--- src/rtl/mm_loop_sched_if.sv ---
// Instruction and MAC command bundle for mm_loop_sched.
// The master side is the scheduler; the slave side is the fetch controller plus datapath.
interface mm_loop_sched_if #(
  parameter int DIM_W  = 16,
  parameter int ADDR_W = 16
);
  logic [DIM_W-1:0]  inst_m;
  logic [DIM_W-1:0]  inst_n;
  logic [DIM_W-1:0]  inst_p;
  logic              inst_valid;
  logic              inst_ready;
  logic              op_valid;
  logic              op_ready;
  logic [ADDR_W-1:0] op_a_addr;
  logic [ADDR_W-1:0] op_b_addr;
  logic [ADDR_W-1:0] op_c_addr;
  logic              op_first;
  logic              op_last;
  logic              busy;
  logic              done;

  modport master (
    input  inst_m, inst_n, inst_p, inst_valid, op_ready,
    output inst_ready, op_valid, op_a_addr, op_b_addr, op_c_addr,
           op_first, op_last, busy, done
  );

  modport slave (
    output inst_m, inst_n, inst_p, inst_valid, op_ready,
    input  inst_ready, op_valid, op_a_addr, op_b_addr, op_c_addr,
           op_first, op_last, busy, done
  );
endinterface

--- src/rtl/mm_loop_sched.sv ---
// Expands one matrix-multiply instruction into i/j/k-ordered MAC address commands.
// Addresses are tracked incrementally (no multipliers) alongside the loop counters.
module mm_loop_sched #(
  parameter int              DIM_W  = 16,
  parameter int              ADDR_W = 16,
  parameter logic [ADDR_W-1:0] A_BASE = '0,
  parameter logic [ADDR_W-1:0] B_BASE = 16'h4000,
  parameter logic [ADDR_W-1:0] C_BASE = 16'h8000
) (
  input  logic             clk,
  input  logic             rst,
  mm_loop_sched_if.master  bus
);

  typedef enum logic [1:0] {
    IDLE = 2'd0,
    RUN  = 2'd1,
    DONE = 2'd2
  } state_t;

  state_t            state_reg, state_next;
  logic [DIM_W-1:0]  m_reg, m_next;
  logic [DIM_W-1:0]  n_reg, n_next;
  logic [DIM_W-1:0]  p_reg, p_next;
  logic [DIM_W-1:0]  i_reg, i_next;
  logic [DIM_W-1:0]  j_reg, j_next;
  logic [DIM_W-1:0]  k_reg, k_next;
  logic [ADDR_W-1:0] a_addr_reg, a_addr_next;
  logic [ADDR_W-1:0] a_row_reg, a_row_next;
  logic [ADDR_W-1:0] b_addr_reg, b_addr_next;
  logic [ADDR_W-1:0] c_addr_reg, c_addr_next;

  logic k_last, j_last, i_last, dims_nonzero;

  assign k_last = (k_reg == n_reg - DIM_W'(1));
  assign j_last = (j_reg == p_reg - DIM_W'(1));
  assign i_last = (i_reg == m_reg - DIM_W'(1));
  assign dims_nonzero = (bus.inst_m != '0) && (bus.inst_n != '0) && (bus.inst_p != '0);

  always_ff @(posedge clk or posedge rst) begin
    if (rst) begin
      state_reg  <= IDLE;
      m_reg      <= '0;
      n_reg      <= '0;
      p_reg      <= '0;
      i_reg      <= '0;
      j_reg      <= '0;
      k_reg      <= '0;
      a_addr_reg <= A_BASE;
      a_row_reg  <= A_BASE;
      b_addr_reg <= B_BASE;
      c_addr_reg <= C_BASE;
    end else begin
      state_reg  <= state_next;
      m_reg      <= m_next;
      n_reg      <= n_next;
      p_reg      <= p_next;
      i_reg      <= i_next;
      j_reg      <= j_next;
      k_reg      <= k_next;
      a_addr_reg <= a_addr_next;
      a_row_reg  <= a_row_next;
      b_addr_reg <= b_addr_next;
      c_addr_reg <= c_addr_next;
    end
  end

  always_comb begin
    state_next  = state_reg;
    m_next      = m_reg;
    n_next      = n_reg;
    p_next      = p_reg;
    i_next      = i_reg;
    j_next      = j_reg;
    k_next      = k_reg;
    a_addr_next = a_addr_reg;
    a_row_next  = a_row_reg;
    b_addr_next = b_addr_reg;
    c_addr_next = c_addr_reg;

    case (state_reg)
      IDLE: begin
        if (bus.inst_valid) begin
          m_next      = bus.inst_m;
          n_next      = bus.inst_n;
          p_next      = bus.inst_p;
          i_next      = '0;
          j_next      = '0;
          k_next      = '0;
          a_addr_next = A_BASE;
          a_row_next  = A_BASE;
          b_addr_next = B_BASE;
          c_addr_next = C_BASE;
          state_next  = dims_nonzero ? RUN : DONE;
        end
      end
      RUN: begin
        if (bus.op_ready) begin
          if (!k_last) begin
            k_next      = k_reg + DIM_W'(1);
            a_addr_next = a_addr_reg + ADDR_W'(1);
            b_addr_next = b_addr_reg + ADDR_W'(p_reg);
          end else begin
            k_next      = '0;
            c_addr_next = c_addr_reg + ADDR_W'(1);
            if (!j_last) begin
              // Rewind A to the current row; B moves to the top of the next column.
              j_next      = j_reg + DIM_W'(1);
              a_addr_next = a_row_reg;
              b_addr_next = B_BASE + ADDR_W'(j_reg) + ADDR_W'(1);
            end else begin
              j_next      = '0;
              i_next      = i_reg + DIM_W'(1);
              a_row_next  = a_row_reg + ADDR_W'(n_reg);
              a_addr_next = a_row_reg + ADDR_W'(n_reg);
              b_addr_next = B_BASE;
              if (i_last) begin
                state_next = DONE;
              end
            end
          end
        end
      end
      DONE: begin
        state_next = IDLE;
      end
      default: begin
        state_next = IDLE;
      end
    endcase
  end

  assign bus.inst_ready = (state_reg == IDLE);
  assign bus.op_valid   = (state_reg == RUN);
  assign bus.busy       = (state_reg != IDLE);
  assign bus.done       = (state_reg == DONE);
  assign bus.op_a_addr  = a_addr_reg;
  assign bus.op_b_addr  = b_addr_reg;
  assign bus.op_c_addr  = c_addr_reg;
  assign bus.op_first   = (k_reg == '0);
  assign bus.op_last    = k_last;

endmodule

--- src/flat_wrapper.sv ---
// flat-port wrapper written by rule: the top's interface ports become plain ports
module mm_loop_sched_flat 
#(
  parameter int              DIM_W  = 16,
  parameter int              ADDR_W = 16,
  parameter logic [ADDR_W-1:0] A_BASE = '0,
  parameter logic [ADDR_W-1:0] B_BASE = 16'h4000,
  parameter logic [ADDR_W-1:0] C_BASE = 16'h8000
)
  (clk, rst, bus_inst_m, bus_inst_n, bus_inst_p, bus_inst_valid, bus_op_ready, bus_inst_ready, bus_op_valid, bus_op_a_addr, bus_op_b_addr, bus_op_c_addr, bus_op_first, bus_op_last, bus_busy, bus_done);
  mm_loop_sched_if #(.DIM_W(DIM_W), .ADDR_W(ADDR_W)) bus_i ();
  input  logic clk;
  input  logic rst;
  input wire logic [$bits(bus_i.inst_m)-1:0] bus_inst_m;
  input wire logic [$bits(bus_i.inst_n)-1:0] bus_inst_n;
  input wire logic [$bits(bus_i.inst_p)-1:0] bus_inst_p;
  input wire logic [$bits(bus_i.inst_valid)-1:0] bus_inst_valid;
  input wire logic [$bits(bus_i.op_ready)-1:0] bus_op_ready;
  output wire logic [$bits(bus_i.inst_ready)-1:0] bus_inst_ready;
  output wire logic [$bits(bus_i.op_valid)-1:0] bus_op_valid;
  output wire logic [$bits(bus_i.op_a_addr)-1:0] bus_op_a_addr;
  output wire logic [$bits(bus_i.op_b_addr)-1:0] bus_op_b_addr;
  output wire logic [$bits(bus_i.op_c_addr)-1:0] bus_op_c_addr;
  output wire logic [$bits(bus_i.op_first)-1:0] bus_op_first;
  output wire logic [$bits(bus_i.op_last)-1:0] bus_op_last;
  output wire logic [$bits(bus_i.busy)-1:0] bus_busy;
  output wire logic [$bits(bus_i.done)-1:0] bus_done;
  assign bus_i.inst_m = bus_inst_m;
  assign bus_i.inst_n = bus_inst_n;
  assign bus_i.inst_p = bus_inst_p;
  assign bus_i.inst_valid = bus_inst_valid;
  assign bus_i.op_ready = bus_op_ready;
  assign bus_inst_ready = bus_i.inst_ready;
  assign bus_op_valid = bus_i.op_valid;
  assign bus_op_a_addr = bus_i.op_a_addr;
  assign bus_op_b_addr = bus_i.op_b_addr;
  assign bus_op_c_addr = bus_i.op_c_addr;
  assign bus_op_first = bus_i.op_first;
  assign bus_op_last = bus_i.op_last;
  assign bus_busy = bus_i.busy;
  assign bus_done = bus_i.done;
  mm_loop_sched #(.DIM_W(DIM_W), .ADDR_W(ADDR_W), .A_BASE(A_BASE), .B_BASE(B_BASE), .C_BASE(C_BASE)) u_core (.clk(clk), .rst(rst), .bus(bus_i));
endmodule
--- config.mk ---
export PLATFORM = sky130hd
export DESIGN_NAME = mm_loop_sched_flat
export DESIGN_NICKNAME = d
export VERILOG_FILES = /design/src/rtl/mm_loop_sched_if.sv /design/src/rtl/mm_loop_sched.sv /design/src/flat_wrapper.sv
export SDC_FILE = /design/constraint.sdc
export NUM_CORES = 1
export LEC_CHECK = 0
export ABC_AREA = 1
export CAP_MARGIN = 20
export CORE_MARGIN = 2
export CORE_UTILIZATION = 55
export CTS_CLUSTER_SIZE = 8
export DETAILED_ROUTE_END_ITERATION = 16
export GPL_ROUTABILITY_DRIVEN = 0
export HOLD_SLACK_MARGIN = 0.06
export MAX_ROUTING_LAYER = met4
export PLACE_DENSITY_LB_ADDON = 0.2
export SETUP_SLACK_MARGIN = 0.1
export SYNTH_ARGS = -nofsm -noshare
export SYNTH_HDL_FRONTEND = slang
export SYNTH_SLANG_ARGS = --single-unit
--- constraint.sdc ---
create_clock -name clk -period 11.7 [get_ports clk]
set_input_delay 1.17 -clock clk [delete_from_list [all_inputs] [get_ports clk]]
set_output_delay 1.17 -clock clk [all_outputs]
set_load 0.005 [all_outputs]
==> reports/results.tsv, run 1 <==
stage	metric	value	unit
power	p_int	0.001339	W
timing	skew	0.01032	ns
timing	rsz0062_at_grt	no	
power	p_clk_share	27.3	%
worst_setup_path	crit_path_end_kind	output port	
placed_design	dp_hpwl	23.96	mm
global_route	met2_usage	48.74	%
detailed_routing	first_pass_iters	5	
worst_setup_path	path_class	register to output port	
clocking	post_cts_buffers	0	
clocking	cts_tree	done	
synth	synthCells	1671	
die	fp.coreArea	0.02096	sq mm
detailed_routing	wl	31.95	mm
clocking	hold_buffers	0	
placed_design	portBuffers	105	
global_route	use_met3	4.177	%
detailed_routing	drtAntennaViolNets	0	
timing	worst_pin_slew	1.028	ns
timing	timing.slew.headroom	31.31	%
timing	clock.fmax	237.4	MHz
clocking	clk_latency	0.43	ns
worst_hold_path	hold_path.class	register to register	
power	netSwitchingFraction	36.59	%
global_route	met1_usage	40.14	%
synth	synth_nets	1764	
synth	ys_seq_elements	162	
outcome	status	finished clean	
timing	layout_min_cycle_time	4.212	ns
power	pwr-share-seq	36.3	%
synth	ys.flop_type	dfrtp_1	
layout	nNetsFinal	1850	
run	drv_cap	0	
detailed_routing	routed_via_density	5.473	
detailed_routing	drtIter0Drc	824	
layout	area_growth	15.61	%
layout	fin_cells	2044	
clocking	htreeDepth	4	
power	combPwrFrac	36.3	%
detailed_routing	drc	0	
global_route	busiest_layer	met2	
timing	final-setup-viol-count	0	
worst_setup_path	path_max_fanout	7	
global_route	antenna_found_initial	0	
layout	final_cell_area	0.01356	sq mm
timing	finalCritPeriodShare	36.00	%
synth	netlist_area	0.01173	sq mm
synth	yosysWarnings	0	
global_route	grt_max_degree	85	
power	power.density	155.7	mW/mm^2
clocking	cts_buffers	17	
die	fp.dieH	150.0	microns
worst_setup_path	r2r_slack	8.37	ns
layout	drive_gt1_share	4.353	%
clocking	clk_pin_slew_worst_paths	0.07	ns
global_route	track_usage	30.29	%
layout	antenna_cells	0	
worst_setup_path	crit_arrival	3.04	ns
synth	synth_edf_count	0	
layout	nFillCells	1921	
synth	syn_avg_cell_area	7.019	sq um
timing	whs	0.5186	ns
power	p_switching	0.0007726	W
synth	ys_seq_area_share	34.59	%
die	rows	53	
worst_setup_path	reg2reg_depth	8	
placed_design	place_area	0.01293	sq mm
die	io_pins	106	
synth	async_flop_share	100.0	%
clocking	post_cts_resized	0	
clocking	root_buffer	clkbuf_16	
clocking	clock_path_buffers	2	
die	die_w	150.0	microns
detailed_routing	vias	11190	
die	start_util	55.97	%
timing	maxSlewViolCount	0	
global_route	grt_pass1_wl	52.83	mm
timing	finalSetupTns	0	ns
worst_hold_path	min_path_cells	2	
worst_setup_path	start_kind	register	
global_route	grt_pass1_vias	10730	
placed_design	dp_cells	2012	
power	cellLeakagePower	6.660	nW
worst_setup_path	worstPathRequired	10.53	ns
synth	synth.distinct_cells	46	
detailed_routing	wire_per_inst	15.63	microns
die	dieArea	0.02251	sq mm
timing	finalHoldViolations	0	
global_route	grt_overflow	0	
power	ir_drop	110.1	uV
clocking	numClockSinks	162	
kinds of logic after synthesis:
group | after synthesis | synth area share, %
AND/OR/NAND/NOR | 913 | 33.53
buffers and inverters | 236 | 8.129
AO/OA/AOI/OAI | 178 | 8.321
flip-flops | 162 | 34.59
XOR/XNOR | 133 | 10.17
adder cells (fa/ha/maj) | 41 | 4.502
multiplexers | 8 | 0.7681
layout make-up:
type / instances / area (sq um) / area share, %
Multi-Input combinational cell: 1273 / 6721 / 49.57
Clock buffer: 23 / 498.0 / 3.673
Timing Repair Buffer: 110 / 1109 / 8.176
Tap cell: 275 / 344.1 / 2.538
Sequential cell: 162 / 4056 / 29.92
Inverter: 193 / 730.7 / 5.389
Clock inverter: 8 / 100.1 / 0.7382
power by group through the flow:
stage / logic, W / registers [W] / clock network [W]
6_report: 0.000767 / 0.000767 / 0.000577
3_5_place_dp: 0.000755 / 0.000773 / 0
4_1_cts: 0.000761 / 0.000764 / 0.000582
5_1_grt: 0.000867 / 0.000778 / 0.000606
2_1_floorplan: 0.000525 / 0.000741 / 0
3_3_place_gp: 0.000740 / 0.000771 / 0
final timing paths:
path / from / to
hold / removal: u_core.bus.op_c_addr[15] / u_core.bus.op_c_addr[15]
max in group asynchronous: rst / u_core.bus.op_b_addr[14]
setup / recovery: u_core.n_reg[0] / bus_op_last
min in group asynchronous: rst / u_core.bus.op_c_addr[7]
hold reg to reg: u_core.bus.op_c_addr[15] / u_core.bus.op_c_addr[15]
setup reg to reg: u_core.state_reg[1] / u_core.j_reg[1]
layout by cell type (no fill, tap or decap), drive strengths merged, types with 2 or more instances in the layout:
cell type / n
bufinv: 2
clkinv: 5
nand3: 120
a31oi: 2
nor3: 24
mux2: 8
nand4: 36
clkbuf: 23
nor2: 202
nor4: 26
fa: 2
a21o: 3
buf: 5
o22ai: 19
inv: 193
or2: 7
dfstp: 2
ha: 39
nand2: 479
xnor3: 2
xnor2: 35
xor2: 96
o21ai: 71
dfrtp: 160
a21oi: 63
o21bai: 5
clkdlybuf4s50: 105
o211ai: 13
nand3b: 16
stage by stage:
step	setup WS (ns)	utilization [%]	power, W
final	7.488	64.71	0.002112
after CTS	7.508	64.57	0.002107
after global placement	8.061	61.72	0.001511
after detailed placement	7.979	61.72	0.001528
after global routing	7.272	64.71	0.002251
after floorplan	6.157	-	0.001267
Yosys cell counts, drive strengths merged, types with 7 or more instances:
cell type | count | share of area, %
dfrtp | 160 | 34
clkbuf | 23 | 0.78
ha | 39 | 4.2
o21ai | 71 | 3.0
nor4 | 26 | 1.4
mux2 | 8 | 0.77
o22ai | 19 | 1.0
nand3b | 16 | 1.0
inv | 192 | 6.1
nand3 | 120 | 5.3
xor2 | 96 | 7.2
xnor2 | 35 | 2.6
nor2 | 202 | 6.9
a21oi | 63 | 2.7
nand4 | 36 | 1.9
o211ai | 13 | 0.83
nand2 | 479 | 15
or2 | 7 | 0.37
nor3 | 24 | 1.1
buf | 20 | 1.2
layer usage:
metal  vias up  share of wire, %
met4         0               1.8
met3        56               6.1
met1      5207                44
li1       5568                 -
met5         -                 0
met2       356                48
worst max-delay path, cell delays in order, from the launching register on:
cell and delay, ns:
dfrtp_1 0.40, inv_1 0.19, ha_1 0.26, nand2_1 0.14, nor2_2 0.17, nand2_1 0.10, nor2_1 0.12, o21ai_0 0.08
nor2_1 0.08, nand3_1 0.10, nor2_1 0.34, clkdlybuf4s50_1 0.62
No activity file was read; power rests on OpenSTA's default activity.
==> inputs of run 2 (changes only) <==
Clock period 11.7 ns to 4.2 ns, I/O delays scaled along.
==> run 2 against run 1 <==
Net effect:
- clock power grew to 2.7 times the previous value
- cell count about the same
- sequential cell count did not move
- first-iteration DRC count grew 13%
- clock-buffer cell count is 1 lower
- wire length is 0.27% higher
- global-route usage is essentially flat
- combinational power grew to 2.8 times the previous value
- worst setup slack worse by 6.8 ns
- critical path depth is the same
- via count grew 1.5%
- register-to-register slack worse by 7.4 ns
- largest cell class unchanged
==> reports/results.tsv, run 2 (synthesis results as in run 1) <==
stage	metric	value	unit
outcome	status	finished clean	
detailed_routing	drc	0	
placed_design	portBuffers	105	
layout	multiInputGateArea	0.006721	sq mm
global_route	antenna_found_initial	0	
layout	antenna_cells	0	
die	fp.coreArea	0.02096	sq mm
global_route	use_met3	3.384	%
detailed_routing	wl	32.04	mm
worst_setup_path	crit_arrival	3.06	ns
detailed_routing	drtIter0Drc	928	
timing	rsz0062_at_grt	no	
worst_setup_path	path_class	register to output port	
worst_setup_path	worstPathRequired	3.78	ns
die	io_pins	106	
detailed_routing	wire_per_inst	15.66	microns
timing	final-setup-viol-count	0	
clocking	numClockSinks	162	
worst_setup_path	path_max_fanout	7	
global_route	met2_usage	48.58	%
die	die_w	150.0	microns
clocking	root_buffer	clkbuf_16	
clocking	hold_buffers	0	
die	fp.dieH	150.0	microns
timing	timing.slew.headroom	31.05	%
layout	final_common_cell	nand2_1	
global_route	busiest_layer	met2	
layout	drive_gt1_share	4.404	%
layout	seqCellArea	0.004056	sq mm
detailed_routing	first_pass_iters	5	
layout	fin_cells	2046	
timing	maxSlewViolCount	0	
layout	nFillCells	1936	
power	ir_drop	348.5	uV
clocking	cts_tree	done	
worst_setup_path	start_kind	register	
timing	layout_min_cycle_time	3.480	ns
global_route	grt_pass1_wl	52.63	mm
timing	worst_pin_slew	1.033	ns
die	rows	53	
clocking	clk_latency	0.43	ns
timing	skew	0.007174	ns
clocking	cts_buffers	17	
worst_hold_path	hold_path.class	register to register	
timing	finalHoldViolations	0	
layout	area_growth	15.61	%
global_route	grt_pass1_vias	10680	
global_route	grt_overflow	0	
die	start_util	55.97	%
layout	fin_util	64.71	%
timing	finalCritPeriodShare	82.86	%
power	cellLeakagePower	6.658	nW
global_route	grt_max_degree	82	
layout	mostFrequentLayoutCells	474 x nand2_1, 193 x nor2_1, 186 x inv_1	
detailed_routing	drtAntennaViolNets	0	
run	drv_cap	0	
worst_setup_path	crit_path_end_kind	output port	
layout	nNetsFinal	1852	
clocking	post_cts_buffers	0	
detailed_routing	vias	11350	
die	dieArea	0.02251	sq mm
global_route	track_usage	30.24	%
placed_design	dp_cells	2015	
clocking	htreeDepth	4	
clocking	post_cts_resized	0	
placed_design	dp_hpwl	24.35	mm
detailed_routing	routed_via_density	5.548	
timing	clock.fmax	287.3	MHz
timing	finalSetupTns	0	ns
clocking	clock_path_buffers	2	
power	power.density	431.4	mW/mm^2
global_route	met1_usage	39.74	%
clocking	clk_pin_slew_worst_paths	0.06	ns
[run 2: final cells by class]
| class | instances | share of cell area (%) |
|---|---|---|
| clock inverters | 9 | 0.7751 |
| repair buffers | 112 | 8.323 |
| multi-input cells | 1273 | 49.57 |
| well taps | 275 | 2.538 |
| flip-flops and latches | 162 | 29.92 |
| clock buffers | 22 | 3.497 |
| inverters | 193 | 5.380 |
[run 2: final timing paths]
check | from | endpoint | slack (ns) | cells past startpoint
setup / recovery | u_core.n_reg[0] | bus_op_last | 0.72 | 11
hold / removal | u_core.bus.op_b_addr[7] | u_core.bus.op_b_addr[7] | 0.52 | 2
setup reg to reg | u_core.n_reg[0] | u_core.j_reg[2] | 1.02 | 13
hold reg to reg | u_core.bus.op_b_addr[7] | u_core.bus.op_b_addr[7] | 0.52 | 2
max in group asynchronous | rst | u_core.n_reg[1] | 2.80 | 3
min in group asynchronous | rst | u_core.j_reg[0] | 0.53 | 2
[run 2: power breakdown]
part           switching, W  internal (W)  total (W)
Combinational       0.00118      0.000968    0.00215
Sequential         0.000325       0.00181    0.00214
Clock              0.000643      0.000919    0.00156
Total               0.00215       0.00370    0.00585
[run 2: critical path: stages, from the launching register on]
cell	delay (ns)
dfrtp_1	0.39
inv_1	0.19
ha_1	0.27
nand2_1	0.14
nor2_2	0.17
nand2_1	0.10
nor2_1	0.16
o21ai_0	0.09
nor2_1	0.08
nand3_1	0.12
nor2_1	0.31
clkdlybuf4s50_1	0.62
[run 2: through the flow]
step | area, sq um | hold WS [ns] | worst slack (ns) | total power, W
finish | 13560 | 0.5236 | 0.7198 | 0.005849
global route | 13560 | 0.5356 | 0.5434 | 0.006223
CTS | 13560 | 0.5240 | 0.7449 | 0.005848
detailed placement | 12980 | 0.5045 | 1.052 | 0.004275
global placement | 12980 | 0.5008 | 1.169 | 0.004238
floorplan | 11730 | 0.4777 | 1.725 | 0.003529
[run 2: routing by layer]
layer | vias to the layer above | part of all wire [%]
met5 | - | 0
met4 | 0 | 2.7
met3 | 63 | 6.2
met2 | 408 | 47
met1 | 5304 | 44
li1 | 5576 | -
==> inputs of run 3 (changes only) <==
Settings changed: CORE_UTILIZATION 55 to 53.
Clock period 4.2 ns to 2.8 ns, I/O delays scaled along.
==> run 3 against run 2 <==
Net effect:
- clock skew increased by 0.0085 ns
- non-clock buffer count increased by 32
- worst setup slack got worse by 0.50 ns
- clock power increased by 54%
- critical path depth unchanged
- cell count increased by 1.9%
- clock-buffer cell count decreased by 2
- total power increased by 51%
- first-iteration DRC count increased by 2.6%
- combinational power increased by 50%
- core utilization decreased by 0.36 points
- register-to-register slack got worse by 0.75 ns
- critical path type unchanged
- critical endpoint unchanged
==> reports/results.tsv, run 3 (synthesis results as in run 1) <==
stage	metric	value	unit
detailed_routing	wl	32.41	mm
timing	timing.slew.headroom	43.69	%
power	ir_drop	458.3	uV
timing	final-setup-viol-count	0	
timing	finalSetupTns	0	ns
detailed_routing	first_pass_iters	7	
detailed_routing	vias	11530	
worst_setup_path	reg2reg_depth	15	
placed_design	portBuffers	105	
clocking	clk_latency	0.44	ns
worst_setup_path	start_kind	register	
timing	finalHoldViolations	0	
worst_setup_path	path_max_fanout	5	
timing	skew	0.01566	ns
timing	layout_min_cycle_time	2.575	ns
worst_hold_path	hold_path.class	primary input to asynchronous set/reset pin	
run	drv_cap	0	
die	die_w	152.8	microns
layout	area_growth	19.35	%
global_route	antenna_found_initial	0	
clocking	clock_path_buffers	2	
detailed_routing	drtAntennaViolNets	0	
clocking	cts_tree	done	
layout	nNetsFinal	1884	
die	start_util	53.91	%
die	fp.coreArea	0.02176	sq mm
layout	final_common_cell	nand2_1	
layout	drive_gt1_share	7.594	%
timing	worst_pin_slew	0.8447	ns
global_route	grt_pass1_wl	53.32	mm
worst_setup_path	worstPathRequired	2.52	ns
worst_setup_path	r2r_slack	0.27	ns
placed_design	dp_hpwl	24.38	mm
detailed_routing	drtIter0Drc	952	
timing	whs	0.1035	ns
die	rows	54	
timing	finalCritPeriodShare	91.97	%
power	power.density	631.6	mW/mm^2
clocking	clk_pin_slew_worst_paths	0.07	ns
global_route	track_usage	28.57	%
power	cellLeakagePower	6.849	nW
timing	clock.fmax	388.3	MHz
worst_setup_path	crit_path_end_kind	output port	
global_route	grt_overflow	0	
outcome	status	finished clean	
global_route	grt_pass1_vias	10890	
timing	maxSlewViolCount	0	
worst_setup_path	path_class	register to output port	
clocking	cts_buffers	17	
die	io_pins	106	
global_route	grt_max_degree	117	
worst_setup_path	reg2reg_from	u_core.p_reg[2]	
layout	antenna_cells	0	
clocking	htreeDepth	4	
worst_setup_path	timing.rr.end	u_core.bus.op_b_addr[5]	
layout	mostFrequentLayoutCells	471 x nand2_1, 182 x nor2_1, 182 x inv_1	
worst_setup_path	crit_arrival	2.30	ns
detailed_routing	drc	0	
clocking	numClockSinks	162	
detailed_routing	routed_via_density	5.535	
detailed_routing	wire_per_inst	15.55	microns
timing	rsz0062_at_grt	no	
die	dieArea	0.02334	sq mm
die	fp.dieH	152.8	microns
clocking	root_buffer	clkbuf_16	
==> run 3: cell count changes in the layout (fill, tap and decap cells not counted), sizes merged <==
cell,delta
clkdlybuf4s50,-1
clkinv,-1
buf,+31
clkbuf,-1
dlygate4sd2,+1
inv,+4
==> run 3: how the worst max path moves through the flow <==
stage | depth (start not counted) | start | to | slack, ns
2_1_floorplan | 1 | rst | u_core.a_row_reg[0] | 0.46
6_report | 11 | u_core.n_reg[1] | bus_op_last | 0.22
5_1_grt | 10 | u_core.n_reg[6] | bus_op_last | 0.09
4_1_cts | 14 | u_core.p_reg[1] | u_core.a_row_reg[12] | 0.09
3_3_place_gp | 14 | u_core.p_reg[0] | u_core.bus.op_a_addr[12] | 0.19
3_5_place_dp | 14 | u_core.p_reg[1] | u_core.a_row_reg[12] | 0.11
==> run 3: area by class of cell <==
type | instances | area, sq um
flip-flops and latches | 162 | 4061
clock buffers | 20 | 446.7
inverters | 193 | 738.2
clock inverters | 12 | 148.9
multi-input cells | 1273 | 6814
fillers | 1911 | 7757
repair buffers | 144 | 1439
well taps | 280 | 350.3
==> run 3: where the power goes <==
group          internal [W]  total (W)  switching [W]
sequential          0.00272    0.00320       0.000483
combinational       0.00147    0.00323        0.00176
clock               0.00136    0.00241        0.00105
==> run 3: what timing repair did <==
action	in CTS	in global routing
setup endpoints to repair	2	87
hold endpoints to repair	0	0
pin swaps	2	8
gates resized for setup	4	36
setup buffers	3	14
hold buffers	0	0
gates cloned	0	1
==> run 3: metrics by stage <==
step	utilization, %	cell area [sq um]	power [W]	setup slack, ns	std cells
after floorplan	-	11730	0.005294	0.4648	1671
after global placement	60.40	13140	0.006313	0.1909	2034
after detailed placement	60.40	13140	0.006371	0.1087	2034
after CTS	63.27	13770	0.008792	0.09470	2069
after global routing	64.34	14000	0.009409	0.08630	2084
final	64.34	14000	0.008842	0.2247	2084
==> run 3: metal layers <==
metal / global-route usage (%) / wire length (microns) / vias to the layer above
li1: - / - / 5642
met1: 38.14 / 14600 / 5428
met2: 45.80 / 15270 / 413
met3: 3.925 / 1890 / 51
met4: 8.069 / 646 / 0
met5: - / 0 / -
==> run 3: worst max-delay path: stages, from the launching register on <==
cell	delay [ns]
dfrtp_2	0.44
inv_2	0.09
ha_4	0.15
nand2_2	0.08
nor2_2	0.17
nand2_2	0.08
nor2_2	0.12
o21ai_0	0.09
nor2_1	0.12
nand3_2	0.13
nor2_4	0.15
dlygate4sd2_1	0.25
